<file path="src/rtl/debounce_sync.sv">
// Two-flop synchroniser followed by a stability-qualifying FSM that turns a raw,
// bouncy level into a clean registered level plus one-cycle rise/fall strobes.
module debounce_sync #(
  parameter int unsigned STABLE_CYCLES = 4,
  parameter int unsigned CNT_W         = 8,
  parameter logic        RESET_VAL     = 1'b0
) (
  input  logic clk,
  input  logic rst_n,
  input  logic din,
  output logic dout,
  output logic rise,
  output logic fall,
  output logic busy
);

  typedef enum logic [1:0] {
    STABLE_LO = 2'd0,
    CHK_HI    = 2'd1,
    STABLE_HI = 2'd2,
    CHK_LO    = 2'd3
  } state_e;

  localparam logic [CNT_W-1:0] CNT_LAST    = CNT_W'(STABLE_CYCLES - 1);
  localparam logic [CNT_W-1:0] CNT_ONE     = CNT_W'(1);
  localparam logic [CNT_W-1:0] CNT_ZERO    = CNT_W'(0);
  localparam state_e           RESET_STATE = RESET_VAL ? STABLE_HI : STABLE_LO;

  logic             s1_q, s2_q;
  state_e           state_q, state_d;
  logic [CNT_W-1:0] cnt_q, cnt_d;
  logic             dout_q, dout_d;
  logic             rise_q, rise_d;
  logic             fall_q, fall_d;
  logic             busy_q, busy_d;

  // Next-state logic; only the second synchroniser stage is ever observed.
  always_comb begin
    state_d = state_q;
    cnt_d   = cnt_q;
    dout_d  = dout_q;
    rise_d  = 1'b0;
    fall_d  = 1'b0;
    case (state_q)
      STABLE_LO: begin
        if (s2_q) begin
          state_d = CHK_HI;
          cnt_d   = CNT_ONE;
        end else begin
          cnt_d   = CNT_ZERO;
        end
      end
      CHK_HI: begin
        if (!s2_q) begin
          state_d = STABLE_LO;
          cnt_d   = CNT_ZERO;
        end else if (cnt_q == CNT_LAST) begin
          state_d = STABLE_HI;
          dout_d  = 1'b1;
          rise_d  = 1'b1;
          cnt_d   = CNT_ZERO;
        end else begin
          cnt_d   = cnt_q + CNT_ONE;
        end
      end
      STABLE_HI: begin
        if (!s2_q) begin
          state_d = CHK_LO;
          cnt_d   = CNT_ONE;
        end else begin
          cnt_d   = CNT_ZERO;
        end
      end
      CHK_LO: begin
        if (s2_q) begin
          state_d = STABLE_HI;
          cnt_d   = CNT_ZERO;
        end else if (cnt_q == CNT_LAST) begin
          state_d = STABLE_LO;
          dout_d  = 1'b0;
          fall_d  = 1'b1;
          cnt_d   = CNT_ZERO;
        end else begin
          cnt_d   = cnt_q + CNT_ONE;
        end
      end
      default: begin
        state_d = RESET_STATE;
        cnt_d   = CNT_ZERO;
        dout_d  = RESET_VAL;
      end
    endcase
    busy_d = (state_d == CHK_HI) || (state_d == CHK_LO);
  end

  // Synchroniser, FSM state and registered outputs.
  always_ff @(posedge clk or negedge rst_n) begin
    if (!rst_n) begin
      s1_q    <= RESET_VAL;
      s2_q    <= RESET_VAL;
      state_q <= RESET_STATE;
      cnt_q   <= CNT_ZERO;
      dout_q  <= RESET_VAL;
      rise_q  <= 1'b0;
      fall_q  <= 1'b0;
      busy_q  <= 1'b0;
    end else begin
      s1_q    <= din;
      s2_q    <= s1_q;
      state_q <= state_d;
      cnt_q   <= cnt_d;
      dout_q  <= dout_d;
      rise_q  <= rise_d;
      fall_q  <= fall_d;
      busy_q  <= busy_d;
    end
  end

  assign dout = dout_q;
  assign rise = rise_q;
  assign fall = fall_q;
  assign busy = busy_q;

endmodule
</file>
<file path="config.mk">
export PLATFORM = sky130hd
export DESIGN_NAME = debounce_sync
export DESIGN_NICKNAME = d
export VERILOG_FILES = /design/src/rtl/debounce_sync.sv
export SDC_FILE = /design/constraint.sdc
export NUM_CORES = 1
export LEC_CHECK = 0
export ABC_CLOCK_PERIOD_IN_PS = 1800
export CAP_MARGIN = 10
export CELL_PAD_IN_SITES_DETAIL_PLACEMENT = 1
export CELL_PAD_IN_SITES_GLOBAL_PLACEMENT = 1
export CORE_MARGIN = 2
export CORE_UTILIZATION = 37
export CTS_CLUSTER_DIAMETER = 150
export DETAILED_ROUTE_END_ITERATION = 7
export PLACE_DENSITY_LB_ADDON = 0.1
export SYNTH_ARGS = -nofsm -noshare
export SYNTH_HDL_FRONTEND = slang
export SYNTH_SLANG_ARGS = --single-unit
</file>
<file path="constraint.sdc">
create_clock -name clk -period 1.8 [get_ports clk]
set_input_delay 0.18 -clock clk [delete_from_list [all_inputs] [get_ports clk]]
set_output_delay 0.18 -clock clk [all_outputs]
set_load 0.02 [all_outputs]
</file>
==> results.md <==
Detailed routing:
- For this run, the detailed router's first-pass iteration total came to 2.
- After the first detailed-routing iteration, the DRC count stood at 2.
- The number of vias after detailed routing is 505.
- After detailed routing, the number of remaining DRC violations is 0.
- For this block, the routed nets add up to 1.36 mm of wire.
- The count of nets left with antenna violations once routing finished came out at 0.
- The wire length per cell after detailed routing is 13.4 µm.
- Using the TritonRoute via totals, the vias-per-cell ratio works out to 5.00.

Finish:
- The count of antenna diodes in the layout is 0.
- The final layout contains 81 nets.
- The fraction of final layout cells sized beyond drive strength 1 is approximately 22%.
- The layout has roughly 180 filler cells.
- The final core utilization is just over 50%.
- Relative to the synthesized area, the layout overhead comes to 29.4%.

Clock tree:
- The CTS tree is yes.
- The number of gates resized after cts is 0.
- The clock net sink count is 16.
- TritonCTS created 3 clock buffers.
- The root buffer cell chosen for the clock tree is clkbuf_4.
- The longest clock path from root to sink contains 2 buffers.
- The clock-pin transition on the worst setup and hold timing paths is 0.09 ns.
- CTS built an H-tree with a depth of 1.
- For the worst-skew pair, the clock arrives at the later sink with an insertion delay of 0.28 ns.

Pwr:
- The design draws 1.00 mW.
- The power density over the cells is between 1000 and 1500 nW/µm².
- IR analysis of the VDD net gives a maximum drop of ~0.00058 V.
- In this run the static leakage power is around 0.38 nW.

Die:
- The floorplan step defined a core boundary enclosing around 1700 µm².
- The initial core utilization is 38.9%.
- The total die area is 2150 µm².
- The floorplan step set the die width to ~46 µm.
- The floorplan has 15 rows.
- The die height is 46.4 µm.
- Pin placement for this block handled 7 I/O pins.

Critical path:
- The origin of the critical flop-to-flop path is cnt_q[1]$_DFF_PN0_.
- The nature of the critical path startpoint is a register.
- The setup path with the least slack is of type reg -> reg.
- Tracing the worst setup path back leads to its startpoint at cnt_q[1]$_DFF_PN0_.
- The critical path data arrival time is 1.93 ns.
- The worst-path maximum fanout is 5.
- STA classifies the critical path endpoint as a register.
- The required time of the worst setup path is 1.98 ns.

Placed design:
- The number of I/O port buffers is 6.
- Detailed placement finished with a half-perimeter wire length of 985 µm.
- The congestion estimate from routability-driven global placement came to 0.686.

Synth:
- The average cell area after synthesis is 11.7 µm².
- The sequential element share of the synthesized area is between 60% and 70%.
- The register bit total from synthesis is 16.
- After synthesis, the netlist uses 22 different library cells.
- The biggest area contributor in the post-synthesis netlist is dfrtp_1.
- The total standard cell area after synthesis is 664 µm².
- The cell count after synthesis is between 50 and 60.
- Counting every net in the synthesized netlist gives 61.
- Of the post-synthesis cell area, the dominant cell type holds 60.3%.
- The Yosys step of the flow raised 0 warnings.
- Yosys attributes the largest share of cell area to dfrtp_1, xor2_1, o21ai_0, or3_1, nand3_1.
- The number of enable-type register cells in the synthesized netlist is 0.
- The predominant post-synthesis flop cell is dfrtp_1.
- Of all flip-flops after synthesis, the portion carrying an async set or reset was 100%.

Global route:
- Global routing consumed, on the met3 layer, 4.71% of the routing resources.
- The global route total overflow is 0.
- The met1 track utilization from global routing is 25.7%.
- The wire length of the first global-routing pass is 2.44 mm.
- Global routing used 21.4% of the available met2 tracks.
- The number of global-route vias before repair is between 400 and 500.
- After global routing, the most crowded layer is met1.
- The initial antenna violation count was 0.
- The largest net degree at the start of global routing is 17.
- The global router's overall resource usage is 17.2%.

STA:
- The count of pins over their slew limit is 0.
- The headroom to the max-slew limit is 72.9%.
- Setup violations remaining at the end of the flow were counted as 0.
- The count of final hold-check violations is 0.
- Timing would allow up to approximately 0.57 GHz.
- The setup clock skew after layout is 0.00162 ns.
- The transition at the pin with the smallest max-transition slack is 0.403 ns.
- For the finished layout, the period the worst path requires is 1.75 ns.
- After layout, the worst path uses 97.4% of the clock period.

Hold path:
- The worst min-delay path category is in -> async.

Outcome:
- The flow ran to the end, and the final reports show no timing, DRC or antenna violations.

Job:
- The reported max-cap violation count is 0.
power breakdown:
part	leakage [nW]	switching (mW)	total, mW	internal [mW]
Sequential	0.206	0.0512	0.471	0.419
Clock	0.0210	0.110	0.233	0.123
Combinational	0.149	0.142	0.298	0.155
synth_stat cells, drive strengths merged (2+ instances only):
| master | instances |
|---|---|
| xor2 | 3 |
| o21ai | 5 |
| nor2 | 3 |
| a21boi | 2 |
| a21oi | 3 |
| and2 | 2 |
| or4b | 2 |
| nand3 | 4 |
| dfrtp | 16 |
| nand2 | 3 |
| or3 | 4 |
sequential cells by signal (all words and copies together) (netlist names):
register,count
busy,1
cnt_q,8
dout,1
s1_q,1
rise,1
s2_q,1
state_q,2
fall,1
routing by layer:
metal / vias to the layer above / share of wire [%] / wire length (µm)
met5: - / 0 / 0
met4: 0 / 1.0 / 14
met3: 2 / 2.7 / 36
met1: 252 / 51 / 696
met2: 5 / 45 / 607
li1: 246 / - / -
logic make-up (layout without fill, tap and decap cells):
| kind of cell | after synthesis | in the layout | share of synthesized area [%] |
|---|---|---|---|
| compound gates | 12 | 12 | 10.7 |
| xor+xnor | 4 | 4 | 5.27 |
| buf+inv | 1 | 20 | 0.564 |
| simple gates | 23 | 23 | 21.3 |
| flops | 16 | 16 | 60.3 |
| fa+ha+maj | 1 | 1 | 1.88 |
final cells by class:
cell class | count | area [µm²] | share of cell area [%]
Clock buffer | 4 | 36.3 | 4.22
Timing Repair Buffer | 15 | 128 | 14.8
Inverter | 1 | 3.75 | 0.437
Multi-Input combinational cell | 40 | 260 | 30.3
Tap cell | 25 | 31.3 | 3.64
Sequential cell | 16 | 400 | 46.6
worst max-delay path, stage by stage, from the launching register on:
cell	delay, ns
dfrtp_1	0.40
ha_1	0.19
or4b_4	0.48
or2_4	0.28
a211o_1	0.28
cells in the final DEF, fill, tap and decap left out, types with 2 or more instances in the layout:
cell type and count:
a21boi_0 2, a21oi_1 3, and2_2 2, buf_4 9
clkbuf_4 3, clkdlybuf4s50_1 6, dfrtp_1 16, nand2_1 3
nand3_1 4, nor2_1 3, o21ai_0 5, or3_1 4
xor2_1 3
per-stage QoR:
step | hold slack (ns) | setup WS, ns | cell area (µm²) | setup TNS (ns) | cells
floorplan | -0.116 | 0.0835 | 664 | 0 | 57
global placement | 0.342 | 0.102 | 808 | 0 | 95
detailed placement | 0.346 | 0.0371 | 808 | 0 | 95
CTS | 0.204 | 0.0276 | 845 | 0 | 99
global route | 0.213 | -0.0100 | 860 | -0.0100 | 101
finish | 0.211 | 0.0475 | 860 | 0 | 101
path summary, 6_finish.rpt:
path,slack (ns),cells past startpoint,end
max reg2reg,0.05,4,dout$_DFFE_PN0P_
max in group asynchronous,1.41,2,s2_q$_DFF_PN0_
min reg2reg,0.37,0,s2_q$_DFF_PN0_
min,0.21,2,cnt_q[5]$_DFF_PN0_
min in group clk,0.33,1,s1_q$_DFF_PN0_
max,0.05,4,dout$_DFFE_PN0P_
what timing repair did:
action | in CTS | in global routing
endpoints found under the setup margin | 0 | 2
hold buffers | 0 | 0
buffers inserted | 0 | 2
Power figures use the tool's default switching activity.
